<file path="config.mk">
export PLATFORM = sky130hd
export DESIGN_NAME = mem_arbiter
export DESIGN_NICKNAME = d
export VERILOG_FILES = /design/src/rtl/mem_arbiter.sv
export SDC_FILE = /design/constraint.sdc
export NUM_CORES = 1
export LEC_CHECK = 0
export CORE_MARGIN = 2
export CORE_UTILIZATION = 25
export DETAILED_ROUTE_END_ITERATION = 12
export PLACE_DENSITY = 0.95
export SLEW_MARGIN = 15
export SYNTH_ARGS = -nofsm -noshare
export SYNTH_HDL_FRONTEND = slang
export SYNTH_SLANG_ARGS = --single-unit
</file>
<file path="constraint.sdc">
create_clock -name clk -period 1.42 [get_ports clk]
set_input_delay 0.284 -clock clk [delete_from_list [all_inputs] [get_ports clk]]
set_output_delay 0.284 -clock clk [all_outputs]
set_load 0.02 [all_outputs]
</file>
<file path="src/rtl/mem_arbiter.sv">
// Single-port RAM arbiter shared by dcache and icache: one byte access per cycle,
// dcache has fixed priority, and each completion is strobed one cycle after its grant.
module mem_arbiter (
  input  logic        clk,
  input  logic        rst,
  input  logic        rdy,
  input  logic        d_get_en,
  input  logic        d_write_mode,
  input  logic [17:0] d_addr,
  input  logic [7:0]  d_wdata,
  output logic        d_out_en,
  output logic [7:0]  d_rdata,
  input  logic        i_get_en,
  input  logic [17:0] i_addr,
  output logic        i_out_en,
  output logic [7:0]  i_rdata,
  input  logic [7:0]  mem_din,
  output logic [31:0] mem_a,
  output logic [7:0]  mem_dout,
  output logic        mem_wr
);

  typedef enum logic [1:0] {
    IDLE   = 2'd0,
    DCACHE = 2'd1,
    ICACHE = 2'd2
  } owner_e;

  owner_e      state_q, state_d;
  logic [31:0] d_grants_q, d_grants_d;
  logic [31:0] i_grants_q, i_grants_d;
  logic        grant_d, grant_i;

  always_comb begin
    grant_d = rdy & ~rst & d_get_en;
    grant_i = rdy & ~rst & ~d_get_en & i_get_en;
  end

  // The owner register remembers who was granted last cycle; that is the only
  // completion that can be pending, so out_en never needs a queue.
  always_comb begin
    state_d    = IDLE;
    mem_a      = 32'h0;
    mem_dout   = 8'h0;
    mem_wr     = 1'b0;
    d_grants_d = d_grants_q;
    i_grants_d = i_grants_q;
    if (grant_d) begin
      state_d    = DCACHE;
      mem_a      = {14'b0, d_addr};
      mem_dout   = d_wdata;
      mem_wr     = d_write_mode;
      d_grants_d = d_grants_q + 32'd1;
    end else if (grant_i) begin
      state_d    = ICACHE;
      mem_a      = {14'b0, i_addr};
      i_grants_d = i_grants_q + 32'd1;
    end
  end

  // A reset cycle discards the in-flight access, so its completion is suppressed.
  always_comb begin
    d_out_en = (state_q == DCACHE) & ~rst;
    i_out_en = (state_q == ICACHE) & ~rst;
    d_rdata  = d_out_en ? mem_din : 8'h0;
    i_rdata  = i_out_en ? mem_din : 8'h0;
  end

  always_ff @(posedge clk) begin
    if (rst) begin
      state_q    <= IDLE;
      d_grants_q <= 32'h0;
      i_grants_q <= 32'h0;
    end else begin
      state_q    <= state_d;
      d_grants_q <= d_grants_d;
      i_grants_q <= i_grants_d;
    end
  end

endmodule

</file>
## Word level (Yosys, flattened, before mapping)

Cells that the tools add are included.

- Add/subtract/negate cells: 0
- Multipliers: 0
- Div/mod/pow operators: 0
- Magnitude comparators: 0
- Eq/ne operators: 2
- Shifts and indexed selects: 0
- Mux-type cells: 8
- Bitwise operators: 8
- Reductions and logical operators: 1

Operators with widths:

| kind | count |
|---|---|
| $mux W18 | 2 |
| $mux W8 | 3 |
| $and A1 B1 Y1 | 6 |
| $eq A2 B1 Y1 const B | 1 |
| $eq A2 B2 Y1 const B | 1 |
| $mux W1 | 2 |
| $mux W2 | 1 |
| $not A1 Y1 | 2 |
| $reduce_or A2 Y1 | 1 |

- Bits in registers: 2
- Bits in latches: 0
- Bits in writable memories: 0
- ROM bits: 0
- Bits of input ports: 58
- Output and inout port bits: 59
- Word-level logic and storage cells: 21
- Memories: 0

## Longest topological paths before layout

- Word-level depth: 6
- Gate-level depth with buffers: 4

## Least setup slack after synthesis

Ideal clock, no wire load.

- Path kind: input to output
- From: input d_get_en
- To: output mem_a[6]
- Data arrival time: 1.077 ns
- Data required time: 1.136 ns
- Path slack: 0.059 ns
- Stages on the path: 4
- Buffers on the path: 2
- Path through: buf_2 > buf_2 > nand3b_1 > a21oi_1

- Cells in the longest elaborated chain, start to end: 5
- Elaborated cells on any way between the ends: 6

RTL lines:

| what | RTL line | source |
|---|---|---|
| start: declaration | 7 | `input logic d_get_en,` |
| $not A1 Y1 | 36 | `grant_i = rdy & ~rst & ~d_get_en & i_get_en;` |
| $and A1 B1 Y1 (2 in a row) | 36 |  |
| $mux W18 | 54 | `end else if (grant_i) begin` |
| $mux W18 * | 48 | `if (grant_d) begin` |
| end: declaration | 18 | `output logic [31:0] mem_a,` |

Every way passes the cells marked *; elsewhere a longest branch is shown, timed or not.

## Worst setup path after layout

- From: register state_q[1]
- To: output i_rdata[6]

- Cells in the longest elaborated chain, start to end: 3

RTL lines:

| what | RTL line | source |
|---|---|---|
| start: declaration | 29 | `owner_e state_q, state_d;` |
| start signal: assignment | 75 | `state_q <= state_d;` |
| $eq A2 B2 Y1 | 64 | `i_out_en = (state_q == ICACHE) & ~rst;` |
| $and A1 B1 Y1 | 64 |  |
| $mux W8 | 66 | `i_rdata = i_out_en ? mem_din : 8'h0;` |
| end: declaration | 16 | `output logic [7:0] i_rdata,` |

No other way between the ends.

==> results.md <==
* Status: finished, violations left
* Failing checks: setup timing
* CP delay by family, top: flip-flops
* Sequential share of the synthesized area at 5.22%
* DR vias at 1187
* Slowest CP cell: dfxtp_4
* Fin worst setup slack at -58.7 ps
* Yosys top cell area share at 17.6%
* Register bit total from synthesis at 2
* Final slew viol count at 0
* Critical Path Start: state_q[1]$_SDFF_PP0_
* Num CTS Buffers at 3
* Largest area contributor in the netlist: nand3b_1
* Fill cells at 253
* Leak pwr at 1.01 nW
* Kind of critical path: reg2out
* Port bufs at 102
* Max IR drop VDD at 263 uV
* Fin nets at 283
* CTS Buffer Depth at 2
* Mapped Cells at 111
* Antenna fix cells at 0
* Placed cell area at 1760 um^2
* Mapped cell area at 767 um^2
* Worst EP arrival at 1190 ps
* RSZ-0062 raised after global routing: true
* Slowest stage delay, CP at 360 ps
* Most frequent cells after synthesis: nand2_1 (18), nand3b_1 (18), and2_1 (17)
* Clock transition at path regs at 30 ps
* Crit-path max FO at 4
* Number of library cell types mapped by synthesis at 17
* Vias in the first global route at 1108
* Most used cell, CP: buf_6
* Root buffer cell: clkbuf_4
* Synth area leaders: nand3b_1 (18%), buf_4 (15%), and2_1 (14%)
* Worst hold path cell count at 3
* First-pass GRT wire length at 4640 um
* Hpwl dp at 2230 um
* Largest Register: state_q
* Pwr dens at 317 nW/um^2
* Total of max-cap violations at 0
* Worst-path cell chain: nor3b_4, buf_6, and2_4, buf_6
* CP bufs+invs at 2
* CP endpoint: i_rdata[6]
* Global Route Usage Sum at 16.7%
* Area Overhead vs Synth at 165%
* Crit. End Element: output port
* Initial Util at 25.8%
* Avg WL per Cell at 12.8 um
* GP Congestion at 0.736
* TritonCTS clock tree: done
* Clk sinks at 2
* Core ar. at 2980 um^2
* Hold_ws at 511 ps
* Layout cells sized above 1 at 48.0%
* Final non-filler cell area at 2030 um^2
* Detail Route Antenna Nets at 0
* Synth async-reset ratio at 0%
* Remaining DRCs at 0
* Die Span Y at 59.4 um
* Total congestion overflow at 0
* Primary FF master, synth: dfxtp_1
* Final Hold Fails at 0
* Drt initial violations at 5
* Number of synthesized flops with an enable pin at 0
* Crit share post-route at 104%
* CP Launch Type: flop
* Critical path required time at 1140 ps
* Antenna violations before repair at 0
* Tightest Hold Check Type: in2reg
* Syn_area_per_cell at 6.91 um^2
* Cell row count at 20
* Final setup vio count at 17
* Max FFs per register at 2
* Stages on the worst setup path at 4
* H-tree Lvls at 1
* Largest net degree at the start of global routing at 20
* Final wirelength at 3290 um
* Max Clk Rate at 676 MHz
* Largest regs: state_q (2)
* Synth warnings at 0
* Final Critical Period at 1480 ps
* CTS Hold Buffers Added at 0
* Die W at 59.4 um
* Ports at 117
* Drt pass-1 iters at 4
* Die area at 3530 um^2
* Via-per-instance ratio at 4.64
-- worst min-delay path by stage --
stage | start | endpoint | slack [ps]
6_report | d_get_en | state_q[1]$_SDFF_PP0_ | 510
4_1_cts | d_get_en | state_q[1]$_SDFF_PP0_ | 490
2_1_floorplan | rst | state_q[0]$_SDFF_PP0_ | 560
5_1_grt | d_get_en | state_q[1]$_SDFF_PP0_ | 520
3_5_place_dp | i_get_en | state_q[1]$_SDFF_PP0_ | 1070
3_3_place_gp | i_get_en | state_q[1]$_SDFF_PP0_ | 1070
-- placed cells by master, fill, tap and decap left out, drive strengths merged --
cell / instances
a21oi: 18
and2: 17
and3: 9
buf: 63
clkbuf: 4
clkdlybuf4s15: 1
clkdlybuf4s50: 40
conb: 14
dfxtp: 2
dlymetal6s2s: 13
nand2: 18
nand2b: 1
nand3b: 18
nor2b: 1
nor3b: 4
-- routing by layer --
| layer | track usage, % | part of all wire (%) | up-vias |
|---|---|---|---|
| met3 | 6.55 | 8.8 | 4 |
| li1 | - | - | 573 |
| met4 | 2.92 | 0.91 | 0 |
| met2 | 32.8 | 57 | 67 |
| met5 | 0 | 0 | - |
| met1 | 16.4 | 34 | 543 |
-- logic make-up after synthesis --
family                 share of synthesized area (%)
other                                          0.489
DFF                                             5.22
and+or+nand+nor                                 55.1
buffers and inverters                           22.5
AOI/OAI and AO/OA                               16.6
-- metrics by stage --
stage | setup slack (ps) | std cells | total power, mW | TNS (ps) | util [%]
2_1_floorplan | 58.7 | 124 | 0.269 | 0 | -
3_3_place_gp | -824 | 242 | 0.470 | -35360 | 59.2
3_5_place_dp | -861 | 242 | 0.475 | -36300 | 59.2
4_1_cts | -77.1 | 255 | 0.628 | -620 | 61.9
5_1_grt | -125 | 256 | 0.686 | -1640 | 68.2
6_report | -58.7 | 256 | 0.644 | -664 | 68.2
-- layout make-up --
| type | instances | area [um^2] | area share, % |
|---|---|---|---|
| timing repair buffer | 118 | 1210 | 59.6 |
| multi-input combinational | 100 | 709 | 34.9 |
| sequential | 2 | 47.5 | 2.34 |
| tap | 33 | 41.3 | 2.03 |
| clock buffer | 3 | 22.5 | 1.11 |
-- repair_timing --
action / CTS / global route
endpoints found under the hold margin: 0 / 0
cloned: 5 / 0
pin swaps: 10 / 35
gates resized for setup: 263 / 61
buffers inserted: 5 / 1
setup endpoints to repair: 45 / 45
-- where the power goes --
part | switching [mW] | internal, mW
clock network | 0.0308 | 0.0931
logic | 0.202 | 0.259
registers | 0.00286 | 0.0562
No activity file was read; power rests on OpenSTA's default activity.
